## src/rtl/mem_bus_arbiter_pkg.sv

```systemverilog
// Shared types and constants for the ibus/dbus memory arbiter.
package mem_bus_arbiter_pkg;

    // Arbiter FSM states: idle, serving fetch, serving data, draining a flushed request.
    typedef enum logic [1:0] {
        IDLE   = 2'd0,
        BUSY_I = 2'd1,
        BUSY_D = 2'd2,
        DRAIN  = 2'd3
    } arb_state_t;

    // Identifies which requester wins an arbitration round.
    typedef enum logic {
        OWN_I = 1'b0,
        OWN_D = 1'b1
    } owner_t;

    // Fetches are always 4-byte reads.
    localparam logic [2:0] MSIZE4 = 3'd2;

endpackage

```

## src/rtl/mem_bus_arbiter_if.sv

```systemverilog
// Bundle of the fetch, data and downstream memory bus signals around the arbiter.
// The arbiter connects through the slave modport; the core/memory side uses master.
interface mem_bus_arbiter_if #(
    parameter int ADDR_W = 64,
    parameter int DATA_W = 64
);
    logic              ireq_valid;
    logic [ADDR_W-1:0] ireq_addr;
    logic              iresp_addr_ok;
    logic              iresp_data_ok;
    logic [31:0]       iresp_data;

    logic                dreq_valid;
    logic [ADDR_W-1:0]   dreq_addr;
    logic [2:0]          dreq_size;
    logic [DATA_W/8-1:0] dreq_strobe;
    logic [DATA_W-1:0]   dreq_data;
    logic                dresp_addr_ok;
    logic                dresp_data_ok;
    logic [DATA_W-1:0]   dresp_data;

    logic                mreq_valid;
    logic [ADDR_W-1:0]   mreq_addr;
    logic [2:0]          mreq_size;
    logic [DATA_W/8-1:0] mreq_strobe;
    logic [DATA_W-1:0]   mreq_data;
    logic                mresp_addr_ok;
    logic                mresp_data_ok;
    logic [DATA_W-1:0]   mresp_data;

    modport slave (
        input  ireq_valid, ireq_addr,
        output iresp_addr_ok, iresp_data_ok, iresp_data,
        input  dreq_valid, dreq_addr, dreq_size, dreq_strobe, dreq_data,
        output dresp_addr_ok, dresp_data_ok, dresp_data,
        output mreq_valid, mreq_addr, mreq_size, mreq_strobe, mreq_data,
        input  mresp_addr_ok, mresp_data_ok, mresp_data
    );

    modport master (
        output ireq_valid, ireq_addr,
        input  iresp_addr_ok, iresp_data_ok, iresp_data,
        output dreq_valid, dreq_addr, dreq_size, dreq_strobe, dreq_data,
        input  dresp_addr_ok, dresp_data_ok, dresp_data,
        input  mreq_valid, mreq_addr, mreq_size, mreq_strobe, mreq_data,
        output mresp_addr_ok, mresp_data_ok, mresp_data
    );
endinterface

```

## src/rtl/mem_bus_arbiter_arb_fair_counter.sv

```systemverilog
// Starvation counter: counts dbus grants issued while a fetch is waiting,
// saturating at 7, cleared whenever the fetch port is granted.
module arb_fair_counter #(
    parameter int STARVE_MAX = 4
) (
    input  logic clk,
    input  logic rst,
    input  logic dgrant_i,
    input  logic igrant_i,
    input  logic ireq_valid_i,
    output logic starved_o
);
    logic [2:0] count_q;

    // Count dbus wins over a waiting fetch; any fetch grant restarts the count.
    always_ff @(posedge clk) begin
        if (rst) begin
            count_q <= 3'd0;
        end else if (igrant_i) begin
            count_q <= 3'd0;
        end else if (dgrant_i && ireq_valid_i && (count_q != 3'd7)) begin
            count_q <= count_q + 3'd1;
        end
    end

    assign starved_o = (count_q == 3'(STARVE_MAX));
endmodule

```

## src/rtl/mem_bus_arbiter.sv

```systemverilog
// Arbiter sharing one downstream memory bus between fetch (ibus) and data (dbus).
// The winner's request is latched into registered mreq_* fields; the single-beat
// response is routed back only to the current owner. A one-cycle IDLE bubble
// separates consecutive grants.
// Optional macro ARB_FAIRNESS_EN: lets ibus win after STARVE_MAX consecutive dbus
// grants taken while ibus was waiting; otherwise dbus has strict priority.
module mem_bus_arbiter
    import mem_bus_arbiter_pkg::*;
#(
    parameter int ADDR_W = 64,
    parameter int DATA_W = 64
`ifdef ARB_FAIRNESS_EN
    , parameter int STARVE_MAX = 4
`endif
) (
    input  logic clk,
    input  logic rst,
    mem_bus_arbiter_if.slave bus
);
    arb_state_t          state_q;
    logic                mreq_valid_q;
    logic [ADDR_W-1:0]   mreq_addr_q;
    logic [2:0]          mreq_size_q;
    logic [DATA_W/8-1:0] mreq_strobe_q;
    logic [DATA_W-1:0]   mreq_data_q;

    logic   ibus_pref;
    logic   grant_i;
    logic   grant_d;
    owner_t winner;

`ifdef ARB_FAIRNESS_EN
    logic starved;

    arb_fair_counter #(.STARVE_MAX(STARVE_MAX)) u_fair (
        .clk          (clk),
        .rst          (rst),
        .dgrant_i     (grant_d),
        .igrant_i     (grant_i),
        .ireq_valid_i (bus.ireq_valid),
        .starved_o    (starved)
    );

    assign ibus_pref = starved && bus.ireq_valid && bus.dreq_valid;
`else
    assign ibus_pref = 1'b0;
`endif

    // Arbitration in IDLE: dbus first unless the fetch side has been starved.
    always_comb begin
        grant_i = 1'b0;
        grant_d = 1'b0;
        if (state_q == IDLE) begin
            if (bus.dreq_valid && !ibus_pref) begin
                grant_d = 1'b1;
            end else if (bus.ireq_valid) begin
                grant_i = 1'b1;
            end
        end
        winner = grant_d ? OWN_D : OWN_I;
    end

    // Arbiter FSM and downstream request latch.
    always_ff @(posedge clk) begin
        if (rst) begin
            state_q       <= IDLE;
            mreq_valid_q  <= 1'b0;
            mreq_addr_q   <= '0;
            mreq_size_q   <= 3'd0;
            mreq_strobe_q <= '0;
            mreq_data_q   <= '0;
        end else begin
            case (state_q)
                IDLE: begin
                    if (grant_d || grant_i) begin
                        mreq_valid_q <= 1'b1;
                        if (winner == OWN_D) begin
                            state_q       <= BUSY_D;
                            mreq_addr_q   <= bus.dreq_addr;
                            mreq_size_q   <= bus.dreq_size;
                            mreq_strobe_q <= bus.dreq_strobe;
                            mreq_data_q   <= bus.dreq_data;
                        end else begin
                            state_q       <= BUSY_I;
                            mreq_addr_q   <= bus.ireq_addr;
                            mreq_size_q   <= MSIZE4;
                            mreq_strobe_q <= '0;
                            mreq_data_q   <= '0;
                        end
                    end
                end
                BUSY_I: begin
                    if (bus.mresp_data_ok) begin
                        state_q      <= IDLE;
                        mreq_valid_q <= 1'b0;
                    end else if (!bus.ireq_valid) begin
                        state_q <= DRAIN;
                    end
                end
                BUSY_D: begin
                    if (bus.mresp_data_ok) begin
                        state_q      <= IDLE;
                        mreq_valid_q <= 1'b0;
                    end else if (!bus.dreq_valid) begin
                        state_q <= DRAIN;
                    end
                end
                default: begin
                    // DRAIN: wait out the abandoned request, deliver nothing.
                    if (bus.mresp_data_ok) begin
                        state_q      <= IDLE;
                        mreq_valid_q <= 1'b0;
                    end
                end
            endcase
        end
    end

    assign bus.mreq_valid  = mreq_valid_q;
    assign bus.mreq_addr   = mreq_addr_q;
    assign bus.mreq_size   = mreq_size_q;
    assign bus.mreq_strobe = mreq_strobe_q;
    assign bus.mreq_data   = mreq_data_q;

    // Route downstream responses to the current owner only.
    always_comb begin
        bus.iresp_addr_ok = 1'b0;
        bus.iresp_data_ok = 1'b0;
        bus.iresp_data    = 32'd0;
        bus.dresp_addr_ok = 1'b0;
        bus.dresp_data_ok = 1'b0;
        bus.dresp_data    = '0;
        if (state_q == BUSY_I) begin
            bus.iresp_addr_ok = bus.mresp_addr_ok;
            bus.iresp_data_ok = bus.mresp_data_ok;
            if (bus.mresp_data_ok) begin
                bus.iresp_data = mreq_addr_q[2] ? bus.mresp_data[63:32] : bus.mresp_data[31:0];
            end
        end else if (state_q == BUSY_D) begin
            bus.dresp_addr_ok = bus.mresp_addr_ok;
            bus.dresp_data_ok = bus.mresp_data_ok;
            if (bus.mresp_data_ok) begin
                bus.dresp_data = bus.mresp_data;
            end
        end
    end
endmodule

```

## src/flat_wrapper.sv

```systemverilog
// flat-port wrapper written by rule: the top's interface ports become plain ports
module mem_bus_arbiter_flat import mem_bus_arbiter_pkg::*;
#(
    parameter int ADDR_W = 64,
    parameter int DATA_W = 64

)
  (clk, rst, bus_ireq_valid, bus_ireq_addr, bus_iresp_addr_ok, bus_iresp_data_ok, bus_iresp_data, bus_dreq_valid, bus_dreq_addr, bus_dreq_size, bus_dreq_strobe, bus_dreq_data, bus_dresp_addr_ok, bus_dresp_data_ok, bus_dresp_data, bus_mreq_valid, bus_mreq_addr, bus_mreq_size, bus_mreq_strobe, bus_mreq_data, bus_mresp_addr_ok, bus_mresp_data_ok, bus_mresp_data);
  mem_bus_arbiter_if #(.ADDR_W(ADDR_W), .DATA_W(DATA_W)) bus_i ();
  input  logic clk;
  input  logic rst;
  input wire logic [$bits(bus_i.ireq_valid)-1:0] bus_ireq_valid;
  input wire logic [$bits(bus_i.ireq_addr)-1:0] bus_ireq_addr;
  output wire logic [$bits(bus_i.iresp_addr_ok)-1:0] bus_iresp_addr_ok;
  output wire logic [$bits(bus_i.iresp_data_ok)-1:0] bus_iresp_data_ok;
  output wire logic [$bits(bus_i.iresp_data)-1:0] bus_iresp_data;
  input wire logic [$bits(bus_i.dreq_valid)-1:0] bus_dreq_valid;
  input wire logic [$bits(bus_i.dreq_addr)-1:0] bus_dreq_addr;
  input wire logic [$bits(bus_i.dreq_size)-1:0] bus_dreq_size;
  input wire logic [$bits(bus_i.dreq_strobe)-1:0] bus_dreq_strobe;
  input wire logic [$bits(bus_i.dreq_data)-1:0] bus_dreq_data;
  output wire logic [$bits(bus_i.dresp_addr_ok)-1:0] bus_dresp_addr_ok;
  output wire logic [$bits(bus_i.dresp_data_ok)-1:0] bus_dresp_data_ok;
  output wire logic [$bits(bus_i.dresp_data)-1:0] bus_dresp_data;
  output wire logic [$bits(bus_i.mreq_valid)-1:0] bus_mreq_valid;
  output wire logic [$bits(bus_i.mreq_addr)-1:0] bus_mreq_addr;
  output wire logic [$bits(bus_i.mreq_size)-1:0] bus_mreq_size;
  output wire logic [$bits(bus_i.mreq_strobe)-1:0] bus_mreq_strobe;
  output wire logic [$bits(bus_i.mreq_data)-1:0] bus_mreq_data;
  input wire logic [$bits(bus_i.mresp_addr_ok)-1:0] bus_mresp_addr_ok;
  input wire logic [$bits(bus_i.mresp_data_ok)-1:0] bus_mresp_data_ok;
  input wire logic [$bits(bus_i.mresp_data)-1:0] bus_mresp_data;
  assign bus_i.ireq_valid = bus_ireq_valid;
  assign bus_i.ireq_addr = bus_ireq_addr;
  assign bus_iresp_addr_ok = bus_i.iresp_addr_ok;
  assign bus_iresp_data_ok = bus_i.iresp_data_ok;
  assign bus_iresp_data = bus_i.iresp_data;
  assign bus_i.dreq_valid = bus_dreq_valid;
  assign bus_i.dreq_addr = bus_dreq_addr;
  assign bus_i.dreq_size = bus_dreq_size;
  assign bus_i.dreq_strobe = bus_dreq_strobe;
  assign bus_i.dreq_data = bus_dreq_data;
  assign bus_dresp_addr_ok = bus_i.dresp_addr_ok;
  assign bus_dresp_data_ok = bus_i.dresp_data_ok;
  assign bus_dresp_data = bus_i.dresp_data;
  assign bus_mreq_valid = bus_i.mreq_valid;
  assign bus_mreq_addr = bus_i.mreq_addr;
  assign bus_mreq_size = bus_i.mreq_size;
  assign bus_mreq_strobe = bus_i.mreq_strobe;
  assign bus_mreq_data = bus_i.mreq_data;
  assign bus_i.mresp_addr_ok = bus_mresp_addr_ok;
  assign bus_i.mresp_data_ok = bus_mresp_data_ok;
  assign bus_i.mresp_data = bus_mresp_data;
  mem_bus_arbiter #(.ADDR_W(ADDR_W), .DATA_W(DATA_W)) u_core (.clk(clk), .rst(rst), .bus(bus_i));
endmodule
```

## config.mk

```make
export PLATFORM = sky130hd
export DESIGN_NAME = mem_bus_arbiter_flat
export DESIGN_NICKNAME = d
export VERILOG_FILES = /design/src/rtl/mem_bus_arbiter_pkg.sv /design/src/rtl/mem_bus_arbiter_if.sv /design/src/rtl/mem_bus_arbiter_arb_fair_counter.sv /design/src/rtl/mem_bus_arbiter.sv /design/src/flat_wrapper.sv
export SDC_FILE = /design/constraint.sdc
export NUM_CORES = 1
export LEC_CHECK = 0
export CORE_AREA = 8 8 191 193
export DETAILED_ROUTE_END_ITERATION = 8
export DIE_AREA = 0 0 199 201
export GPL_TIMING_DRIVEN = 0
export SYNTH_ARGS = -nofsm -noshare
export SYNTH_HDL_FRONTEND = slang
export SYNTH_SLANG_ARGS = --single-unit
```

## constraint.sdc

```tcl
create_clock -name clk -period 2.4 [get_ports clk]
set_clock_uncertainty 0.15 [all_clocks]
set_input_delay 0.6 -clock clk [delete_from_list [all_inputs] [get_ports clk]]
set_output_delay 0.6 -clock clk [all_outputs]
set_load 0.05 [all_outputs]
```

==> impl_metrics.prom <==
# TYPE chip_impl_metric gauge
chip_impl_metric{name="ys_async_sr_fraction",unit=""} 0
chip_impl_metric{name="route.detailed.wl_per_inst",unit="um"} 21.4
chip_impl_metric{name="die_area",unit="um2"} 40000
chip_impl_metric{name="timing.final.setup_violations",unit=""} 96
chip_impl_info{name="count_leader_synth",value="nor2_1"} 1
chip_impl_metric{name="final_design_area_no_fill",unit="um2"} 13700
chip_impl_info{name="status",value="complete, but fails checks"} 1
chip_impl_metric{name="antenna_violations_before_repair",unit=""} 1
chip_impl_metric{name="areaGrowthSynthToFinish",unit="%"} 108
chip_impl_metric{name="area_fraction_in_compound_gates_after_synthesis",unit=""} 0.183
chip_impl_info{name="yosys_most_used_dff",value="dfxtp_1"} 1
chip_impl_info{name="worst-setup-path-type",value="reg2out"} 1
chip_impl_metric{name="finalWorstSetupSlack",unit="ns"} -0.263
chip_impl_metric{name="floorplan.io_pins",unit=""} 513
chip_impl_metric{name="global_route.overflow_total",unit=""} 0
chip_impl_info{name="ranking_of_synthesized_cells_by_area",value="dfxtp_1 (43%), nor2_1 (9.9%), a311oi_1 (8.6%)"} 1
chip_impl_metric{name="postSynthCellCount",unit=""} 802
chip_impl_metric{name="post_synth_num_cell_types",unit=""} 26
chip_impl_info{name="cts-root-buf",value="clkbuf_16"} 1
chip_impl_metric{name="placed_cells",unit=""} 1760
chip_impl_info{name="endpoint_kind",value="output port"} 1
chip_impl_metric{name="detailedRoute.firstPassIterationCount",unit=""} 5
chip_impl_metric{name="antenna-diode-count",unit=""} 0
chip_impl_metric{name="synth.avg_cell_area",unit="um2"} 8.17
chip_impl_metric{name="dpl_cell_area",unit="um2"} 12400
chip_impl_metric{name="max_capacitance_violation_total",unit=""} 0
chip_impl_info{name="min-delay-path-class",value="reg2reg"} 1
chip_impl_metric{name="grt_pass1_vias",unit=""} 8763
chip_impl_metric{name="cts-htree-levels",unit=""} 4
chip_impl_metric{name="vias_per_cell",unit=""} 4.56
chip_impl_metric{name="synthesis.yosys.warnings",unit=""} 0
chip_impl_metric{name="grt_start_max_net_pins",unit=""} 17
chip_impl_metric{name="synthXorXnorAreaFrac",unit=""} 0
chip_impl_metric{name="maxSlewViolCount",unit=""} 0
chip_impl_metric{name="synthMuxAreaShare",unit=""} 0.0489
chip_impl_metric{name="gp_routability_congestion",unit=""} 0.931
chip_impl_metric{name="floorplan.die.height",unit="um"} 201
chip_impl_metric{name="drc_errors",unit=""} 0
chip_impl_metric{name="die-width",unit="um"} 199
chip_impl_metric{name="cts.hold.buffers_added",unit=""} 0
chip_impl_metric{name="clock_insertion_delay_worst_skew",unit="ns"} 0.44
chip_impl_metric{name="power.ir.vdd_worst",unit="mV"} 0.544
chip_impl_metric{name="synth_simple_gate_area_share",unit=""} 0.260
chip_impl_metric{name="wl",unit="um"} 38500
chip_impl_metric{name="cts.clk_slew.worst_paths",unit="ns"} 0.06
chip_impl_metric{name="required",unit="ns"} 1.65
chip_impl_metric{name="antenna_left",unit=""} 0
chip_impl_metric{name="count_of_clock_tree_sinks",unit=""} 142
chip_impl_metric{name="std_cell_rows",unit=""} 67
chip_impl_metric{name="floorplan.initialDensity",unit=""} 0.197
chip_impl_info{name="startpoint_type",value="flip-flop"} 1
chip_impl_info{name="violated_checks",value="setup timing"} 1
chip_impl_metric{name="synthesized_area_fraction_occupied_by_adder_cells",unit=""} 0.0134
chip_impl_metric{name="gr-usage-met3",unit=""} 0.0721
chip_impl_metric{name="initialDrtViolationCount",unit=""} 360
chip_impl_metric{name="power.density",unit="nW/um2"} 1090
chip_impl_metric{name="hold_viol_final",unit=""} 0
chip_impl_metric{name="achievable-frequency",unit="MHz"} 375
chip_impl_metric{name="port-buffer-count",unit=""} 510
chip_impl_metric{name="worst_slew_pin_slew",unit="ns"} 0.909
chip_impl_metric{name="slew_headroom",unit=""} 0.394
chip_impl_metric{name="max-clock-path-buffers",unit=""} 2
chip_impl_metric{name="final_core_utilization",unit=""} 0.411
chip_impl_metric{name="cts_made_buffers",unit=""} 17
chip_impl_info{name="main_combinational_cell_family_by_area_after_synthesis",value="simple AND/OR/NAND/NOR gates"} 1
chip_impl_metric{name="share_of_final_layout_standard_cells_stronger_than_drive_strength_1",unit=""} 0.216
chip_impl_metric{name="fillerInstances",unit=""} 3376
chip_impl_metric{name="place_hpwl",unit="um"} 31000
chip_impl_metric{name="grt_first_pass_wirelength",unit="um"} 56300
chip_impl_metric{name="syn-cell-area",unit="um2"} 6560
chip_impl_metric{name="arrival",unit="ns"} 1.91
chip_impl_info{name="post_synth_most_frequent_cells",value="nor2_1 (173), dfxtp_1 (142), a22oi_1 (74)"} 1
chip_impl_metric{name="synth_edf_count",unit=""} 0
chip_impl_info{name="cts_tree",value="yes"} 1
chip_impl_metric{name="critical_path_peak_fanout",unit=""} 7
chip_impl_metric{name="ff_latch_count_synth",unit=""} 142
chip_impl_metric{name="synth_largest_type_area_fraction",unit=""} 0.434
chip_impl_info{name="synth_area_leader_cell",value="dfxtp_1"} 1
chip_impl_metric{name="grt_use_met1",unit=""} 0.194
chip_impl_metric{name="grt.met2_usage",unit=""} 0.333
chip_impl_info{name="busiest_layer",value="met2"} 1
chip_impl_metric{name="floorplan.core_area",unit="um2"} 33300
chip_impl_metric{name="nets",unit=""} 1620
chip_impl_metric{name="dpl_worst_slack",unit="ns"} -1.82
chip_impl_metric{name="synth_seq_area_share",unit=""} 0.434
chip_impl_metric{name="final_min_period_over_clock_period",unit=""} 1.11
chip_impl_info{name="grt_setup_unrepaired",value="true"} 1
chip_impl_metric{name="detailroute.via_count",unit=""} 8206
chip_impl_metric{name="layout_min_cycle_time",unit="ns"} 2.66
chip_impl_metric{name="total_leakage_power",unit="uW"} 0.00612
chip_impl_metric{name="synth.net_count",unit=""} 1082
chip_impl_metric{name="post_route_non_filler_standard_cell_count",unit=""} 1801
chip_impl_metric{name="global_route_usage_sum",unit=""} 0.184
## logic make-up (layout without fill, tap and decap cells)
kind of cell    after synthesis  after routing
simple gates                384            384
compound gates              151            151
flops                       142            142
buf+inv                      86            637
mux                          32             32
fa+ha+maj                     7              7
## through the flow
| stage | hold slack, ns | setup TNS [ns] | total power [uW] |
|---|---|---|---|
| after detailed placement | 0.333 | -162.70 | 12200 |
| after CTS | 0.348 | -21.98 | 15000 |
| after global routing | 0.365 | -26.23 | 15600 |
| after floorplan | 0.348 | -0.890 | 8970 |
| after global placement | 0.328 | -160.15 | 12200 |
| final | 0.345 | -17.41 | 14800 |
## worst max-delay path: stages (launching register included)
cell,delay [ns]
dfxtp_4,0.40
inv_4,0.06
ha_4,0.17
nor2_4,0.17
clkbuf_16,0.20
clkbuf_16,0.14
and2_4,0.18
buf_8,0.15
## path summary, 6_finish.rpt
| kind | endpoint | slack [ns] | start | cells after the start |
|---|---|---|---|---|
| max | bus_dresp_data[8] | -0.26 | u_core.state_q[1] | 7 |
| min | u_core.bus.mreq_data[7] | 0.35 | u_core.bus.mreq_data[7] | 2 |
| max reg2reg | u_core.bus.mreq_addr[7] | 0.15 | u_core.state_q[0] | 9 |
| min reg2reg | u_core.bus.mreq_data[7] | 0.35 | u_core.bus.mreq_data[7] | 2 |
## layout by cell type (no fill, tap or decap), types with 3 or more instances in the layout
cell and instances:
a21oi_1 4, a22oi_1 74, a311oi_1 64, and2_1 14, and2_2 9, and2_4 44, buf_12 7, buf_2 29
buf_4 51, buf_6 19, buf_8 39, clkbuf_1 32, clkbuf_16 25, clkbuf_4 3, clkbuf_8 5, clkdlybuf4s50_1 326
clkinv_2 3, clkinv_4 3, dfxtp_1 140, dlygate4sd2_1 40, dlymetal6s2s_1 43, ha_1 5, inv_6 6, mux2i_1 26
mux2i_2 6, nand2_1 68, nand3_1 66, nor2_1 142, nor2_2 14, nor2_4 17, nor3_1 4, o21ai_0 3
## repair_timing
action	CTS	global route
pin swaps	18	6
setup endpoints to repair	140	143
gates resized for setup	851	61
cloned	4	0
buffers inserted	4	1
## sequential cells by signal (all words and copies together) (netlist names)
signal / flops
u_core.bus.mreq_addr: 64
u_core.bus.mreq_data: 64
u_core.bus.mreq_size: 3
u_core.bus.mreq_strobe: 8
u_core.bus.mreq_valid: 1
u_core.state_q: 2
## cell type report
class                      instances  area (um2)  share of cell area
clock inverter                    13         101             0.00742
tap                              448         561              0.0410
inverter                           3        16.3             0.00119
sequential                       142        2850               0.209
buffer                            83         579              0.0424
timing repair buffer             519        5450               0.399
clock buffer                      19         453              0.0331
multi-input combinational        574        3660               0.268
## metal layers
metal | part of all wire | routed length (um)
met1 | 0.38 | 14600
met2 | 0.51 | 19600
met3 | 0.093 | 3600
met4 | 0.019 | 736
met5 | 0.00034 | 13
## power breakdown
part | internal, uW | total (uW) | switching, uW
sequential | 3100 | 3520 | 417
combinational | 2990 | 8780 | 5790
clock | 1390 | 2540 | 1150
(Power assumes the default switching activity.)
==> variant 1 (same settings) <==
`ADDR_W` is set to 64 in 3 places; all go to 60.
--- a/src/rtl/mem_bus_arbiter_if.sv
+++ b/src/rtl/mem_bus_arbiter_if.sv
@@ -2,5 +2,5 @@
 // The arbiter connects through the slave modport; the core/memory side uses master.
 interface mem_bus_arbiter_if #(
-    parameter int ADDR_W = 64,
+    parameter int ADDR_W = 60,
     parameter int DATA_W = 64
 );
--- a/src/rtl/mem_bus_arbiter.sv
+++ b/src/rtl/mem_bus_arbiter.sv
@@ -8,5 +8,5 @@
     import mem_bus_arbiter_pkg::*;
 #(
-    parameter int ADDR_W = 64,
+    parameter int ADDR_W = 60,
     parameter int DATA_W = 64
 `ifdef ARB_FAIRNESS_EN
--- a/src/flat_wrapper.sv
+++ b/src/flat_wrapper.sv
@@ -2,5 +2,5 @@
 module mem_bus_arbiter_flat import mem_bus_arbiter_pkg::*;
 #(
-    parameter int ADDR_W = 64,
+    parameter int ADDR_W = 60,
     parameter int DATA_W = 64
 
Interface: changed (resized bus_dreq_addr, bus_ireq_addr and bus_mreq_addr); port bits go from 513 to 501. No check against the original RTL was run, so the function may have changed too.
==> variant 1 against the original RTL <==
  * The flow still finishes with violations (negative setup slack)
  * Cell area is 0.11% higher
  * Register-to-register slack improved by 0.03 ns
  * Setup slack improved by 0.035 ns
  * Wire length down 1.9%
  * Area after synthesis about the same
  * Sequential power is 3% lower
  * Power up 1.8%
  * Sequential cell count fell by 4
==> variant 1: results (changes against the original RTL) <==
ys_seq_area_frac: 0.421  # -0.0125
clk_latency_ns: 0.42  # -0.02 ns
setup_viol: 95  # -1.0%
routabilityCongestion: 0.890  # -4.3%
setup_ws_ns: -0.229  # +0.0345 ns
placed_area_mm2: 0.0123  # -1.3%
viasPerCell: 4.47  # -1.8%
worst-slew-pin-transition_ns: 0.819  # -0.0900 ns
setup_tns_ns: -15.45  # +1.96 ns
cp.arrival_ns: 1.88  # -0.03 ns
wl_met3_um: 3310  # -7.9%
grt_pass1_vias: 8368  # -4.5%
synth_common_cells: "nor2_1, dfxtp_1, a22oi_1"
grt_use_met3: 0.0630  # -0.00905
hold_slack_ns: 0.346  # +0.00145 ns
dp.cells: 1725  # -2.0%
status: "finished with violations"
drive_gt1_frac: 0.254  # +0.0383
io_buffers: 499  # -2.2%
nets: 1581  # -2.4%
p_seq_mw: 3.40  # -3%
grtUsageMet1: 0.185  # -0.00898
yosys.cell_types.count: 33  # +27%
finish.cell_count_without_fillers: 1773  # -1.6%
grt.met2_usage: 0.321  # -0.0124
power_density_mw_per_mm2: 1110  # +1.7%
drt_iter0_drc: 375  # +4.2%
dp_hpwl_um: 30000  # -3.0%
cp_max_fo: 10  # +3
synth.area.top_cells: "dfxtp_1, nor2_1, a22oi_1"
p_clk_mw: 2.77  # +9.1%
peakVddDrop_uv: 494  # -9.2%
post_cts_buffers: 6  # +2
violations: "negative setup slack"
-- variant 1: logic make-up after synthesis --
logic type	Yosys count	share of synthesized area
buf+inv	82	0.0635
fa+ha+maj	7	0.0134
flops	138	0.421
mux	32	0.0488
simple gates	372	0.256
compound gates	147	0.197
-- variant 1: final cells by class --
cell class | instances | area, µm²
Multi-Input combinational cell | 558 | 3750
Antenna cell | 3 | 7.51
Sequential cell | 138 | 2770
Inverter | 3 | 16.3
Clock inverter | 14 | 161
Fill cell | 3304 | 19600
Timing Repair Buffer | 513 | 5420
Buffer | 78 | 553
Clock buffer | 18 | 439
Tap cell | 448 | 561
-- variant 1: final timing paths --
check                      startpoint                  endpoint  depth (start not counted)
max reg2reg         u_core.state_q[0]   u_core.bus.mreq_addr[2]                          8
max                 u_core.state_q[0]        bus_dresp_data[44]                          9
min          u_core.bus.mreq_addr[14]  u_core.bus.mreq_addr[14]                          2
min reg2reg  u_core.bus.mreq_addr[14]  u_core.bus.mreq_addr[14]                          2
==> variant 2 (same settings) <==
Made on the original files. The 4 states of `arb_state_t` get a Gray code encoding in 2 bits.
--- a/src/rtl/mem_bus_arbiter_pkg.sv
+++ b/src/rtl/mem_bus_arbiter_pkg.sv
@@ -4,8 +4,8 @@
     // Arbiter FSM states: idle, serving fetch, serving data, draining a flushed request.
     typedef enum logic [1:0] {
-        IDLE   = 2'd0,
-        BUSY_I = 2'd1,
-        BUSY_D = 2'd2,
-        DRAIN  = 2'd3
+        IDLE   = 2'b00,
+        BUSY_I = 2'b01,
+        BUSY_D = 2'b11,
+        DRAIN  = 2'b10
     } arb_state_t;
 
Check against the original RTL: same outputs for any inputs over 4 cycles, from zero or initial values and one cycle with rst high; so few cycles prove little.
==> variant 2 against the original RTL <==
  * The flow still finishes with violations (negative setup slack)
  * Sequential cell count unchanged
  * Cell area rose by 9.2%
  * Area after synthesis rose by 12%
  * Register-to-register slack improved by 0.34 ns
  * Wire length is 8.2% higher
  * Die area did not move
  * Setup slack better by 0.24 ns
  * Hold slack worse by 0.037 ns
  * Critical path type is now primary input to output pin
  * Critical endpoint is now bus_dresp_data[48]
Power is not compared: it rests on default switching activity, and its combinational part moved more than twofold at a synthesized area within 25%.
==> variant 2: results (changes against the original RTL) <==
hold_slack_ns: 0.308  # -0.0368 ns
synthCells: 927  # +16%
cts_buffers: 17  # unchanged
dp_slack_ns: -1.64  # +0.175 ns
worst-slew-pin-transition_ns: 0.977  # +0.0681 ns
ys_seq_area_frac: 0.387  # -0.0467
regToRegEndpoint: "u_core.bus.mreq_addr[61]"
nets: 1742  # +7.5%
r2r_slack_ns: 0.49  # +0.34 ns
placed_area_mm2: 0.0132  # +5.8%
grt.total_usage: 0.193  # +0.00918
worstHoldStart: "u_core.bus.mreq_addr[31]"
root_buffer: "clkbuf_16"
clk_latency_ns: 0.41  # -0.03 ns
yosys.cell_types.count: 29  # +12%
synthArstFlopShare: 0  # unchanged
ff2ff_path_depth: 5  # -4
syn_nets: 1200  # +11%
post_cts_buffers: 4  # unchanged
violations: "negative setup slack"
dp.cells: 1885  # +7.1%
cts_htree_levels: 4  # unchanged
status: "finished with violations"
drive_gt1_frac: 0.231  # +0.0156
peakVddDrop_uv: 335
holdPathStages: 2  # unchanged
critical_path.startpoint: "bus_mresp_data_ok"
min_to: "u_core.bus.mreq_addr[31]"
finish.cell_count_without_fillers: 1933  # +7.3%
setup_viol: 9  # -91%
drc: 0  # unchanged
synth_common_cells: "dfxtp_1, inv_1, nor2_1"
antenna_found_initial: 3  # +2
setup_ws_ns: -0.0234  # +0.240 ns
cp.arrival_ns: 1.67  # -0.24 ns
cts_resized: 817  # -4.0%
r2r-start: "u_core.state_q[1]"
grt_pass1_vias: 8968  # +2.3%
viasPerCell: 4.52  # -0.88%
firstDrtPassIters: 5  # unchanged
routabilityCongestion: 0.979  # +5.2%
setup_tns_ns: -0.116  # +17.29 ns
synth.area.top_cells: "dfxtp_1, a22o_1, inv_1"
hp-class: "register to register"
dp_hpwl_um: 32700  # +5.7%
ys.flop_type: "dfxtp_1"
cts_buffer_depth: 2  # unchanged
grt_pass1_wl_um: 58900  # +4.5%
leakagePower_nw: 6.19
clk_pin_slew_worst_paths_ns: 0.06  # about the same
drt_iter0_drc: 456  # +27%
endpoint: "bus_dresp_data[48]"
clock-sinks: 142  # unchanged
io_buffers: 510  # unchanged
ys_warn_count: 0  # unchanged
cp_max_fo: 7  # unchanged
grt_max_degree: 17  # unchanged
routed_wl_um: 41700  # +8.2%
==> variant 2: cell count changes in the layout (fill, tap and decap cells not counted), sizes merged, moves of 29 or more <==
cell	change
a311oi	-64
o21ai	+73
clkdlybuf4s50	+59
dlygate4sd2	-30
inv	+125
nor2	-75
a22oi	-74
dlymetal6s2s	-29
a221oi	+65
nand3	-66
a21oi	+72
a22o	+62
==> variant 2: area by class of cell <==
cell class / count / area (µm²)
clock buffers: 18 / 429
flip-flops and latches: 142 / 2850
multi-input cells: 563 / 4080
diodes: 3 / 7.51
repair buffers: 525 / 5630
fillers: 3191 / 18400
plain buffers: 90 / 664
clock inverters: 14 / 208
well taps: 448 / 561
inverters: 130 / 488
==> variant 2: cell families (layout without fill, tap and decap cells) <==
kind of cell | count (synthesis) | after routing | synth area share
flops | 142 | 142 | 0.387
simple gates | 248 | 248 | 0.154
mux | 33 | 33 | 0.0450
compound gates | 282 | 282 | 0.284
buf+inv | 222 | 777 | 0.130
other cells | 0 | 3 | 0
==> variant 2: layer usage <==
| metal | GRT usage | up-vias | routed length (µm) |
|---|---|---|---|
| met5 | 0 | - | 0 |
| met4 | 0.0508 | 0 | 692 |
| met3 | 0.0422 | 29 | 2760 |
| met2 | 0.361 | 360 | 22100 |
| met1 | 0.216 | 4133 | 16100 |
| li1 | - | 4208 | - |
==> variant 2: worst max-delay path, cell delays in order <==
cell	delay, ns
clkbuf_4	0.18
and3_4	0.25
clkbuf_16	0.18
clkbuf_16	0.15
and2_4	0.15
buf_8	0.14
==> variant 2: where the power goes <==
group / switching, mW / internal, mW / total [mW]
Sequential: 0.119 / 2.59 / 2.70
Clock: 1.18 / 1.77 / 2.95
Combinational: 2.02 / 1.40 / 3.42
